[config.mk]
export PLATFORM = sky130hd
export DESIGN_NAME = rf_write_arbiter
export DESIGN_NICKNAME = d
export VERILOG_FILES = /design/src/rtl/rf_arb_pkg.sv /design/src/rtl/rf_write_arbiter_rr_pick.sv /design/src/rtl/rf_write_arbiter.sv
export SDC_FILE = /design/constraint.sdc
export NUM_CORES = 1
export LEC_CHECK = 0
export ABC_AREA = 0
export BUFFER_PORTS_ARGS = -buffer_cell sky130_fd_sc_hd__buf_4
export CAP_MARGIN = 10
export CORE_UTILIZATION = 37
export DETAILED_ROUTE_END_ITERATION = 8
export GPL_ROUTABILITY_DRIVEN = 0
export PLACE_DENSITY = 0.66
export SLEW_MARGIN = 20
export SYNTH_ARGS = -nofsm -noshare
export SYNTH_HDL_FRONTEND = slang
export SYNTH_SLANG_ARGS = --single-unit
[constraint.sdc]
create_clock -name CLK -period 3 [get_ports CLK]
set_input_delay 0 -clock CLK [delete_from_list [all_inputs] [get_ports CLK]]
set_output_delay 0 -clock CLK [all_outputs]
set_load 0.05 [all_outputs]
[src/rtl/rf_arb_pkg.sv]
// Shared constants and types for the register-file write arbiter.
package rf_arb_pkg;

  localparam int RF_W     = 8;
  localparam int RF_D     = 4;
  localparam int RF_ARB_N = 3;

  typedef struct packed {
    logic            acc;
    logic [RF_D-1:0] index;
    logic [RF_W-1:0] data;
  } rf_req_t;

  typedef logic [$clog2(RF_ARB_N)-1:0] rf_ptr_t;

endpackage

[src/rtl/rf_write_arbiter_rr_pick.sv]
// Rotate-priority picker: first valid requester at or after ptr, wrapping mod N.
import rf_arb_pkg::*;

module rr_pick #(
  parameter int N  = RF_ARB_N,
  parameter int PW = $clog2(N)
) (
  input  logic [N-1:0]  valid,
  input  logic [PW-1:0] ptr,
  output logic [N-1:0]  grant,
  output logic [PW-1:0] grant_idx,
  output logic          any
);

  int unsigned cand;

  // Walk the rotated order once; the first valid hit wins, later ones are ignored.
  always_comb begin
    grant     = '0;
    grant_idx = '0;
    any       = 1'b0;
    cand      = 0;
    for (int k = 0; k < N; k++) begin
      cand = 32'(ptr) + 32'(k);
      if (cand >= 32'(N)) cand = cand - 32'(N);
      if (!any && valid[cand]) begin
        grant[cand] = 1'b1;
        grant_idx   = PW'(cand);
        any         = 1'b1;
      end
    end
  end

endmodule

[src/rtl/rf_write_arbiter.sv]
// Round-robin arbiter for the single register-file write port.
// Grants are combinational; the register-file strobes come from a one-cycle
// registered output stage. Optional macro RF_ARB_STATS_EN adds per-requester
// saturating grant counters on port grant_cnt.
import rf_arb_pkg::*;

module rf_write_arbiter #(
  parameter int W = RF_W,
  parameter int D = RF_D,
  parameter int N = RF_ARB_N
) (
  input  logic           CLK,
  input  logic           RST_N,
  input  logic           arb_en,
  input  logic [N-1:0]   req_valid,
  input  logic [N-1:0]   req_acc,
  input  logic [N*D-1:0] req_index,
  input  logic [N*W-1:0] req_data,
  output logic [N-1:0]   req_ready,
  output logic           RegWrite,
  output logic           AccWrite,
  output logic [D-1:0]   reg_index,
  output logic [W-1:0]   writeValue
`ifdef RF_ARB_STATS_EN
  ,output logic [N*16-1:0] grant_cnt
`endif
);

  localparam int PW = $clog2(N);

  logic [PW-1:0] ptr;
  logic [N-1:0]  pick_grant;
  logic [PW-1:0] grant_idx;
  logic          pick_any;
  logic          hs;
  logic          sel_acc;
  logic [D-1:0]  sel_index;
  logic [W-1:0]  sel_data;

  rr_pick #(.N(N), .PW(PW)) u_pick (
    .valid     (req_valid & {N{arb_en}}),
    .ptr       (ptr),
    .grant     (pick_grant),
    .grant_idx (grant_idx),
    .any       (pick_any)
  );

  // Grant is only offered out of reset; a grant always implies a handshake.
  always_comb begin
    req_ready = pick_grant & {N{RST_N}};
    hs        = pick_any & RST_N;
    sel_acc   = req_acc[grant_idx];
    sel_index = req_index[grant_idx*D +: D];
    sel_data  = req_data[grant_idx*W +: W];
  end

  // Pointer advance and registered write strobes; index 0 is always an accumulator write.
  always_ff @(posedge CLK or negedge RST_N) begin
    if (!RST_N) begin
      ptr        <= '0;
      RegWrite   <= 1'b0;
      AccWrite   <= 1'b0;
      reg_index  <= '0;
      writeValue <= '0;
    end else begin
      RegWrite <= 1'b0;
      AccWrite <= 1'b0;
      if (hs) begin
        ptr        <= (grant_idx == PW'(N-1)) ? '0 : grant_idx + 1'b1;
        writeValue <= sel_data;
        if (sel_acc || sel_index == '0) begin
          AccWrite  <= 1'b1;
          reg_index <= '0;
        end else begin
          RegWrite  <= 1'b1;
          reg_index <= sel_index;
        end
      end
    end
  end

`ifdef RF_ARB_STATS_EN
  // Per-requester handshake counters, saturating at all-ones.
  always_ff @(posedge CLK or negedge RST_N) begin
    if (!RST_N) begin
      grant_cnt <= '0;
    end else begin
      for (int i = 0; i < N; i++) begin
        if (req_ready[i] && req_valid[i] && grant_cnt[i*16 +: 16] != 16'hFFFF)
          grant_cnt[i*16 +: 16] <= grant_cnt[i*16 +: 16] + 16'd1;
      end
    end
  end
`endif

endmodule

==> results.md <==
* Hold_ws at 0.09469 ns
* Total vias in the final route at 1408
* Largest net degree at the start of global routing at 26
* Highest clock rate at 354.1 MHz
* Port bufs at 61
* Net Switching at 0.8798 mW
* Max_slew headroom at 0.6669
* Root buffer cell: clkbuf_4
* Crit-path slowest cell: ha_1
* Critical path endpoint category: register
* Ant diodes at 0
* Reg2reg path depth at 9
* Routed Wire Length at 3.687 mm
* Cells after Synth at 150
* Highest routed layer: met4
* Chip width at 62.35 um
* Sequential area share after synthesis at 0.2971
* Final worst-path cycle share at 0.9413
* Met1 Wirelength at 1.531 mm
* Clock-pin slew on the worst setup and hold paths at 0.10 ns
* WP data required at 3.19 ns
* Crit path buf inv count at 1
* Routed Antenna Nets at 0
* Core Util, Final at 0.5498
* # clock sinks at 16
* RSZ-0062 raised after global routing: false
* Initial antenna violation count at 0
* Clk_lat worst skew at 0.29 ns
* Min Tclk post-route at 2.824 ns
* Area growth syn-to-layout at 39.37%
* Die area at 3888 sq um
* Yosys Warn Count at 0
* HP Class: in -> reg
* Worst r2r dst: RegWrite
* Layout cell share with drive strength beyond 1 at 0.3744
* H-Tree Level Count at 1
* Drt drc at 0
* #FFs+latches synth at 16
* Final Hold Violating Endpoints at 0
* Commonest non-fill, non-tap cell in the layout: buf_4
* Layout Nets at 261
* Final Setup Violations at 0
* Setup Buffers After CTS at 0
* Pwr/cell area at 887.1 nW/um^2
* Total global-route track usage at 0.1956
* Clock share of power at 0.086
* Detailed Routing Iterations Pass 1 at 5
* CTS tree: yes
* Die height at 62.35 um
* Core area at 3416 sq um
* Fill count at 326
* Most frequent cells in the layout: buf_4 (64), nand2_1 (18), dfrtp_1 (16), mux2i_1 (11)
* Vias in the first global route at 1436
* Distinct cells, synth at 47
* Actual slew at the worst max-slew pin at 0.4967 ns
* R2R Setup Slk at 0.18 ns
* Internal power at 0.7863 mW
* Asr flop ratio synth at 1.000
* Skew final at 0.01287 ns
* Number of buffers created by CTS at 3
* Initial Util at 0.3945
* CP startpoint kind: register
* Crit path from: ptr[0]
* CP delay by family, top: compound AO/OA/AOI/OAI gates
* Sw Share at 0.5281
* Post-synth EDFFs at 0
* Pleak at 0.9728 nW
* Grt total ovfl at 0
* Hold path start: req_index[10]
* Critical path class: reg -> reg
* CP Cell Sequence: inv_1, ha_1, nand4b_1, o31ai_4, o2111a_1, o21ai_0, a31oi_1, nor2_1, a311oi_1
* Top_reg_cell synth: dfrtp_1
* Routed wl met3 at 264 um
* Reg2reg start: ptr[0]
* Met2 routed WL at 1.803 mm
* Status: finished clean
* Max Slew Vio Count at 0
* Combinational share of power at 0.695
* WL per Instance at 14.35 um
* Setup TNS at 0 ns
* Mapped cell area at 1348 sq um
* CP Depth at 9
* Syn avg cell area at 8.984 sq um
* Arr. time, crit path at 3.02 ns
* Net Count, Synth at 199
* I/O pins at 62
* 1st-iter DRT viols at 93
* HPWL after DPL at 2.922 mm
* Clock Tree Buf Depth at 2
* Max Cap Violations at 0
* Setup crit end: RegWrite
* Num rows at 21
* Critical path peak fanout at 9
* Max stage delay on crit path at 0.51 ns
* PostCTS Resize Cnt at 0
* Detail-routed via count per cell at 5.479
* Global-route wire length before repair at 6.120 mm
* Part of the power in registers at 0.219
* IR drop worst, VDD at 497.4 uV
==> power groups by stage <==
| stage | Sequential, mW | Clock [mW] | Combinational [mW] |
|---|---|---|---|
| 6_report | 0.365 | 0.143 | 1.16 |
| 5_1_grt | 0.379 | 0.155 | 1.24 |
| 4_1_cts | 0.366 | 0.147 | 1.16 |
| 3_5_place_dp | 0.367 | 0 | 1.16 |
| 3_3_place_gp | 0.362 | 0 | 1.14 |
| 2_1_floorplan | 0.648 | 0 | 0.568 |
==> per-stage QoR <==
stage | worst slack, ns | power, mW | area, sq um | instances
global placement | 0.3618 | 1.502 | 1832 | 252
CTS | 0.2544 | 1.673 | 1878 | 257
finish | 0.1760 | 1.666 | 1878 | 257
floorplan | 0.3656 | 1.216 | 1348 | 150
detailed placement | 0.2773 | 1.525 | 1832 | 252
global route | 0.01663 | 1.772 | 1878 | 257
==> metal layers <==
metal	vias up	global-route usage
met1	652	0.2210
li1	684	-
met5	-	0
met4	0	0.08140
met2	62	0.3489
met3	10	0.04779
==> area by class of cell <==
cell class | instances | area, sq um | area share
multi-input combinational | 121 | 874.6 | 0.4657
inverter | 5 | 18.77 | 0.009993
sequential | 16 | 400.4 | 0.2132
tap | 46 | 57.56 | 0.03065
timing repair buffer | 65 | 490.5 | 0.2612
clock buffer | 4 | 36.28 | 0.01932
==> synth_stat cells (2+ instances only) <==
cell / number / area share
nand2_1: 18 / 0.050
dfrtp_1: 16 / 0.30
mux2i_1: 11 / 0.082
nor2_1: 10 / 0.028
o21ai_0: 10 / 0.037
a211oi_1: 9 / 0.050
a21o_1: 9 / 0.050
a21oi_1: 5 / 0.019
inv_1: 5 / 0.014
ha_1: 4 / 0.037
nand3_1: 4 / 0.015
clkbuf_1: 3 / 0.0084
nor2b_1: 3 / 0.014
o21a_1: 3 / 0.017
a311oi_1: 2 / 0.013
a31oi_1: 2 / 0.0093
and3_1: 2 / 0.0093
buf_4: 2 / 0.011
buf_6: 2 / 0.017
o2111ai_1: 2 / 0.013
o31ai_1: 2 / 0.011
==> flip-flops by register name, summed over array words and instances, names as in the netlist <==
name        flops
AccWrite        1
RegWrite        1
ptr             2
reg_index       4
writeValue      8
==> logic make-up (layout without fill, tap and decap cells) <==
kind of cell | Yosys count | in the layout | synth area share
AOI/OAI and AO/OA | 59 | 59 | 0.3491
and+or+nand+nor | 46 | 46 | 0.1699
DFF | 16 | 16 | 0.2971
buffers and inverters | 13 | 74 | 0.05385
muxes | 12 | 12 | 0.09285
adders and majority gates | 4 | 4 | 0.03714
==> worst reg2reg max path: stages, from the launching register on <==
cell and delay [ns]:
dfrtp_1 0.40, inv_1 0.08, ha_1 0.51, nand4b_1 0.28, o31ai_4 0.17, o2111a_1 0.39, o21ai_0 0.12, a31oi_1 0.40
nor2_1 0.10, a311oi_1 0.30
==> how the worst min path moves through the flow <==
| stage | cells after the start | end |
|---|---|---|
| 5_1_grt | 4 | AccWrite |
| 3_3_place_gp | 1 | reg_index[1] |
| 3_5_place_dp | 1 | reg_index[1] |
| 4_1_cts | 4 | AccWrite |
| 6_report | 4 | AccWrite |
| 2_1_floorplan | 0 | AccWrite |
==> what timing repair did <==
| item | 4_1_cts | 5_1_grt |
|---|---|---|
| setup endpoints to repair | 0 | 0 |
| hold buffers | 1 | 0 |
| hold endpoints to repair | 16 | 0 |
(Power assumes the default switching activity.)
